[src/rtl/dram_arbiter.sv]
// Round-robin, burst-capped arbiter sharing one single-port data RAM between core (r0) and loader (r1).
// Latency: grant same cycle, read data 1 cycle after the grant edge; backpressure: req is held until gnt.
module dram_arbiter #(
  parameter int AW        = 8,
  parameter int DW        = 8,
  parameter int MAX_BURST = 4
) (
  input  logic          CLK,
  input  logic          rst,
  input  logic          r0_req,
  input  logic          r0_we,
  input  logic [AW-1:0] r0_addr,
  input  logic [DW-1:0] r0_wdata,
  output logic          r0_gnt,
  output logic          r0_rvalid,
  output logic [DW-1:0] r0_rdata,
  input  logic          r1_req,
  input  logic          r1_we,
  input  logic [AW-1:0] r1_addr,
  input  logic [DW-1:0] r1_wdata,
  output logic          r1_gnt,
  output logic          r1_rvalid,
  output logic [DW-1:0] r1_rdata,
  output logic [AW-1:0] mem_addr,
  output logic [DW-1:0] mem_wdata,
  output logic          mem_wren,
  input  logic [DW-1:0] mem_q
);

  localparam logic [3:0] BURST_CAP = 4'(MAX_BURST - 1);

  typedef struct packed {
    logic          we;
    logic [AW-1:0] addr;
    logic [DW-1:0] wdata;
  } acc_t;

  acc_t       acc0, acc1, win_acc;
  logic       owner;
  logic       idle;
  logic [3:0] burst_cnt;
  logic [1:0] rd_pend;
  logic       any_gnt;
  logic       win;

  assign acc0 = {r0_we, r0_addr, r0_wdata};
  assign acc1 = {r1_we, r1_addr, r1_wdata};

  // Under contention the owner keeps the RAM until its run hits the cap;
  // after an idle cycle the non-owner goes first so a fresh run starts fairly.
  always_comb begin
    any_gnt = 1'b0;
    win     = 1'b0;
    if (rst) begin
      if (r0_req && !r1_req) begin
        any_gnt = 1'b1;
        win     = 1'b0;
      end else if (r1_req && !r0_req) begin
        any_gnt = 1'b1;
        win     = 1'b1;
      end else if (r0_req && r1_req) begin
        any_gnt = 1'b1;
        if (!idle && (burst_cnt < BURST_CAP)) win = owner;
        else                                  win = !owner;
      end
    end
  end

  assign r0_gnt  = any_gnt && !win;
  assign r1_gnt  = any_gnt && win;
  assign win_acc = win ? acc1 : acc0;

  always_comb begin
    mem_addr  = '0;
    mem_wdata = '0;
    mem_wren  = 1'b0;
    if (any_gnt) begin
      mem_addr  = win_acc.addr;
      mem_wdata = win_acc.wdata;
      mem_wren  = win_acc.we;
    end
  end

  always_ff @(posedge CLK or negedge rst) begin
    if (!rst) begin
      owner     <= 1'b1;
      idle      <= 1'b1;
      burst_cnt <= '0;
      rd_pend   <= '0;
    end else begin
      rd_pend <= {r1_gnt && !r1_we, r0_gnt && !r0_we};
      if (any_gnt) begin
        idle <= 1'b0;
        if (win == owner) begin
          if (burst_cnt < BURST_CAP) burst_cnt <= burst_cnt + 4'd1;
        end else begin
          owner     <= win;
          burst_cnt <= '0;
        end
      end else begin
        idle      <= 1'b1;
        burst_cnt <= '0;
      end
    end
  end

  // RAM read data lands one cycle after the address edge, aligned with rd_pend.
  assign r0_rvalid = rd_pend[0];
  assign r1_rvalid = rd_pend[1];
  assign r0_rdata  = mem_q;
  assign r1_rdata  = mem_q;

endmodule

[config.mk]
export PLATFORM = sky130hd
export DESIGN_NAME = dram_arbiter
export DESIGN_NICKNAME = d
export VERILOG_FILES = /design/src/rtl/dram_arbiter.sv
export SDC_FILE = /design/constraint.sdc
export NUM_CORES = 1
export LEC_CHECK = 0
export BUFFER_PORTS_ARGS = -buffer_cell sky130_fd_sc_hd__buf_2
export CAP_MARGIN = 30
export CORE_MARGIN = 3
export CORE_UTILIZATION = 31
export CTS_BUF_LIST = sky130_fd_sc_hd__clkbuf_8
export CTS_CLUSTER_SIZE = 25
export DETAILED_ROUTE_END_ITERATION = 8
export GPL_TIMING_DRIVEN = 1
export PLACE_DENSITY = 0.9
export SLEW_MARGIN = 10
export SYNTH_ARGS = -nofsm -noshare
export SYNTH_HDL_FRONTEND = slang
export SYNTH_SLANG_ARGS = --single-unit
[constraint.sdc]
create_clock -name CLK -period 1.85 [get_ports CLK]
set_clock_uncertainty 0.05 [all_clocks]
set_input_delay 0.0925 -clock CLK [delete_from_list [all_inputs] [get_ports CLK]]
set_output_delay 0.0925 -clock CLK [all_outputs]
set_load 0.01 [all_outputs]
==> metrics.txt, run 1 <==
Worst EP arrival=1.88 ns; fin crit share=109%; Via density=between 4 and 5; Post-synth EDFFs=0; fin. max-slew vios=0; HP Class=primary input to register; Max stage delay on crit path=roughly 0.38 ns; dpl cell area=approximately 900 um^2; largest family of logic cells by synthesized area=compound AO/OA/AOI/OAI gates; Num CTS Buffers=3; Hold Vio Cnt, Final=0; fin util=slightly above 50%; setup violators final=18; die area=0.00290 mm^2; Non-Filler Instances=~150; post-route ant nets=0; Setup CP Type=register to output port; Area Growth Syn to Fin=48.9%; CTS tree=built; Synth Flop Type=dfrtp_1; gr usage total=between 10% and 20%; adder-cell area share of the yosys netlist=around 1.8%; status=finished, violations left; number of synthesis warnings=0; post-route cell area=between 0.001 and 0.0015 mm^2; synthesized net count=between 100 and 150; RSZ-0062 raised after global routing=yes; Period minus WS final=2.02 ns; dominant cell type by area after synthesis=dfrtp_1; pwr dens=621 mW/mm^2; layout cells sized above 1=between 50% and 60%; fin nets=175; initial core utilization=34.5%; CTS clk-pin slew, worst paths=about 0.040 ns; Fmax=a little under 500 MHz; FF+latch count, synth=8; largest delay contributor family on the critical path=buffers and inverters; post-synthesis xor/xnor area fraction=under 10%; site row count=16; Synth cell types=26; P_leak=between 0.5 and 0.6 nW; Die Width=~54 um; vias in the first global route=~750; Clock Tree Buf Depth=2; top cells by area, synth=dfrtp_1 (21%), a22o_1 (21%), buf_4 (18%), dfstp_2 (7.4%), o21ai_0 (3.5%); critical path, cell by cell=ha_2 > nor4_4 > xnor2_2 > buf_4 > a21oi_4 > buf_6 > a22o_1 > buf_2; total routed wirelength=about 2.2 mm; CP Max Fanout=8; HPWL Detailed=about 1.8 mm; clock sink total=8; Sum Neg Setup Slack=-2.65 ns; Vias=between 700 and 800; failing checks=setup timing; Worst setup EP type=output port; Setup WS pre-CTS=-0.172 ns; asr flop ratio synth=100%; DR WL/cell=between 10 and 15 um; initial antenna violation count=0; Slew @ Worst Pin=0.445 ns; final hold slack=roughly 0.07 ns; Seq/Total Area, Yosys=~29%; Yosys top cell area share=21.1%; Overflow after GRT=0; Avg Cell Area, Syn=between 9 and 10 um^2; IO Pins=slightly above 80; Final GP Congestion=0.685; Critical Path RT=between 1.5 and 2 ns; H-tree Lvls=1; # DRC=0; initial drt markers=8; core area=just over 0.002 mm^2; number of max-cap violations=0; IO Port Bufs=58; Compound-Gate Fraction of Synth Area=between 20% and 30%; Peak supply drop=between 0.3 and 0.4 mV; clock root cell=clkbuf_8; Startpoint Class=register; Critical-path top delay cell=dfrtp_1; first-pass GRT wire length=3.32 mm; Pre-antenna DRT Iters=4; Slew HR=a little over two thirds; post-route setup slack=-0.170 ns; synthesized area=roughly 710 um^2; Tot Pwr=0.657 mW; synthesized instance count=77; Post-Synth Simple-Gate Area=approximately 14%; dpl cells=approximately 140; largest net degree at the start of global routing=20; die extent in y=~54 um; diode count=0; Clk Latency, worst-skew pair=~0.23 ns; multiplexer area fraction after synthesis=around 1.4%; Buf+Inv Stages, Crit Path=3
[kinds of logic (layout without fill, tap and decap cells)]
kind of cell    after synthesis  count (layout)
xor+xnor                      1               1
simple gates                 15              15
buf+inv                      24              74
flops                         8               8
mux                           1               1
fa+ha+maj                     1               1
compound gates               27              27
[per-layer routing]
metal	GRT usage (%)	up-vias	routed length [um]
met2	27.8	34	1140
met4	8.51	0	47
met3	4.16	10	200
met5	0	-	0
met1	16.7	360	798
li1	-	365	-
[layout make-up]
cell class | instances | area [um^2]
multi-input combinational | 45 | 373
clock inverter | 1 | 3.75
fill | 199 | 1000
tap | 27 | 33.8
clock buffer | 3 | 41.3
sequential | 8 | 203
timing repair buffer | 67 | 393
inverter | 3 | 11.3
[sequential cells by signal, indices dropped and copies added (netlist names)]
signal and cells:
burst_cnt 4, rd_pend 2, idle 1, owner 1
[timing repair]
item | in CTS | in global routing
resized for setup | 12 | 0
setup buffers | 1 | 1
gates cloned | 1 | 0
endpoints found under the hold margin | 10 | 0
endpoints found under the setup margin | 20 | 20
pin swaps | 6 | 4
hold buffers | 3 | 0
[cells in the final DEF, fill, tap and decap left out, drive strengths merged]
cell,count
a211oi,1
a21boi,1
a21oi,2
a22o,17
and2,2
buf,64
clkbuf,3
dfrtp,6
dfstp,2
dlygate4sd3,3
ha,1
inv,4
mux2i,1
nand2,2
nand3,3
nand3b,1
nor2,1
nor2b,2
nor4,1
o211a,1
o21ai,5
or3,2
or3b,1
xnor2,1
[Yosys cell counts, drive strengths merged (3+ instances only)]
library cell,n
inv,3
nand3,3
dfrtp,6
a22o,17
o21ai,5
buf,19
[path summary, 6_finish.rpt]
check / start / endpoint / slack, ns / cells past startpoint
setup / recovery: burst_cnt[1] / mem_wdata[0] / -0.17 / 8
setup reg to reg: burst_cnt[1] / rd_pend[0] / 0.12 / 8
min in group asynchronous: rst / burst_cnt[1] / 0.22 / 2
hold reg to reg: burst_cnt[0] / burst_cnt[0] / 0.46 / 1
max in group asynchronous: rst / owner / 1.25 / 2
hold / removal: r0_req / owner / 0.07 / 2
[where the power goes]
part | leakage [nW] | total, mW | switching (mW) | internal [mW]
clock | 0.0269 | 0.216 | 0.0725 | 0.144
combinational | 0.449 | 0.236 | 0.107 | 0.129
sequential | 0.103 | 0.205 | 0.0146 | 0.191
Power figures use the tool's default switching activity.
==> run 2, diff against run 1 <==
Settings changed: CTS_CLUSTER_DIAMETER from default to 60, REMOVE_ABC_BUFFERS from default to 1.
==> run 2 against run 1 <==
Net effect:
- non-clock buffer count stayed put
- die area stayed put
- largest power group unchanged
- cell area is 0.35% higher
- fmax is 4.1% lower
- first-iteration DRC count is 63% lower
- critical endpoint is now mem_wdata[4]
- the flow still finishes with violations (setup timing)
- sequential share of layout area is 0.068 points lower
- clock power hardly changed
- cell count stayed put
==> metrics.txt, run 2 (same netlist as run 1, synthesis figures left out) <==
DR WL/cell=14.7 um (was 14.2 um); Via density=5.16 (was 4.99); # DRC=0 (unchanged); initial drt markers=3 (was 8); Die Width=53.9 um (unchanged); initial core utilization=34.5% (unchanged); largest delay contributor family on the critical path=compound AO/OA/AOI/OAI gates (was buffers and inverters); largest net degree at the start of global routing=20 (unchanged); status=finished, violations left (unchanged); first-pass GRT wire length=3.59 mm (was 3.32 mm); IO Pins=83 (unchanged); max FFs per register=4 (unchanged); Top Registers=burst_cnt x4, rd_pend x2 (unchanged); clock sink total=8 (unchanged); Max stage delay on crit path=0.41 ns (was 0.38 ns); total routed wirelength=2.26 mm (was 2.19 mm); register bank with the most flops=burst_cnt (unchanged); setup violators final=19 (was 18); dpl cell area=931 um^2 (was 906 um^2); dpl cells=144 (unchanged); Clock Tree Buf Depth=2 (unchanged); fin nets=175 (unchanged); Pre-antenna DRT Iters=2 (was 4); Critical-path top delay cell=dfrtp_1 (unchanged); Setup WS pre-CTS=-0.110 ns (was -0.172 ns); CTS tree=built (unchanged); Non-Filler Instances=154 (unchanged); CP Max Fanout=19 (was 8); Setup CP Type=register to output port (unchanged); most frequent cells in the layout=buf_2 (57), a22o_1 (17), dfrtp_1 (6) (was buf_2 (56), a22o_1 (17), dfrtp_1 (6), buf_6 (6), o21ai_0 (5)); failing checks=setup timing (unchanged); Area Growth Syn to Fin=49.5% (was 48.9%); Startpoint Class=register (unchanged); fin crit share=114% (was 109%); vias in the first global route=856 (was 751); Buf+Inv Stages, Crit Path=2 (was 3); post-route setup slack=-0.256 ns (was -0.170 ns); diode count=0 (unchanged); Critical Path RT=1.71 ns (about the same); Worst EP arrival=1.96 ns (was 1.88 ns); post-route ant nets=0 (unchanged); Overflow after GRT=0 (unchanged); Worst setup EP type=output port (unchanged); HPWL Detailed=1.71 mm (was 1.82 mm); fin. max-slew vios=0 (unchanged); Clk Latency, worst-skew pair=0.23 ns (about the same); core area=0.00206 mm^2 (unchanged); die area=0.00290 mm^2 (unchanged); IO Port Bufs=58 (unchanged); CTS clk-pin slew, worst paths=0.04 ns (about the same); H-tree Lvls=1 (unchanged); P_leak=0.586 nW (was 0.579 nW); pwr dens=627 mW/mm^2 (was 621 mW/mm^2); RSZ-0062 raised after global routing=yes (unchanged); critical path, cell by cell=ha_4 > nor4_4 > xnor2_2 > o211a_1 > buf_12 > a22o_1 > buf_2 (was ha_2 > nor4_4 > xnor2_2 > buf_4 > a21oi_4 > buf_6 > a22o_1 > buf_2); number of max-cap violations=0 (unchanged); Final GP Congestion=0.681 (was 0.685); post-route cell area=0.00106 mm^2 (about the same); Vias=794 (was 769); Hold Vio Cnt, Final=0 (unchanged); clock root cell=clkbuf_8 (unchanged); HP Class=primary input to register (unchanged); initial antenna violation count=0 (unchanged); site row count=16 (unchanged); die extent in y=53.9 um (unchanged); Period minus WS final=2.11 ns (was 2.02 ns); Peak supply drop=0.389 mV (was 0.391 mV); Slew @ Worst Pin=0.390 ns (was 0.445 ns); Num CTS Buffers=3 (unchanged); layout cells sized above 1=58.3% (was 59.8%); gr usage total=17.4% (was 15.7%); Slew HR=73.8% (was 70.1%); Fmax=475 MHz (was 495 MHz); leading cell type in the layout, fill and taps excluded=buf_2 (unchanged)
## run 2: worst paths after layout
check,start,endpoint,slack (ns),cells past startpoint
min in group asynchronous,rst,rd_pend[0],0.23,2
max,burst_cnt[1],mem_wdata[4],-0.26,7
max in group asynchronous,rst,idle,1.25,2
min,r0_req,owner,0.06,2
max reg2reg,burst_cnt[1],burst_cnt[0],0.17,4
min reg2reg,burst_cnt[2],burst_cnt[2],0.52,1
## run 2: area by class of cell
class                           count  area [um^2]
Clock buffer                        3         41.3
Inverter                            3         11.3
Timing Repair Buffer               67          397
Tap cell                           27         33.8
Multi-Input combinational cell     45          373
Sequential cell                     8          203
Clock inverter                      1         3.75
Fill cell                         203         1000
## run 2: layer usage
layer  vias to the layer above  routed length, um  track usage [%]
li1                        365                  -                -
met4                         0                 41             8.51
met3                         6                344             9.70
met2                        67               1120             31.5
met1                       356                754             15.3
met5                         -                  0                0
## run 2: stage by stage
stage               TNS [ns]  power, mW  hold WS (ns)  util, %
floorplan              -1.27      0.300        -0.253        -
detailed placement     -1.53      0.420       -0.0708     45.1
global placement      -0.542      0.411       -0.0793     45.1
CTS                    -3.59      0.662        0.0444     50.8
global route           -5.90      0.706        0.0727     51.5
finish                 -4.14      0.666        0.0604     51.5
## run 2: where the power goes
group | switching [mW] | internal [mW]
clock | 0.0747 | 0.144
combinational | 0.108 | 0.132
sequential | 0.0166 | 0.191
total | 0.199 | 0.467
## run 2: what timing repair did
item	CTS	global route
pin swaps	3	0
setup endpoints to repair	19	19
setup buffers	2	1
resized for setup	4	1
hold buffers	3	0
endpoints found under the hold margin	10	0
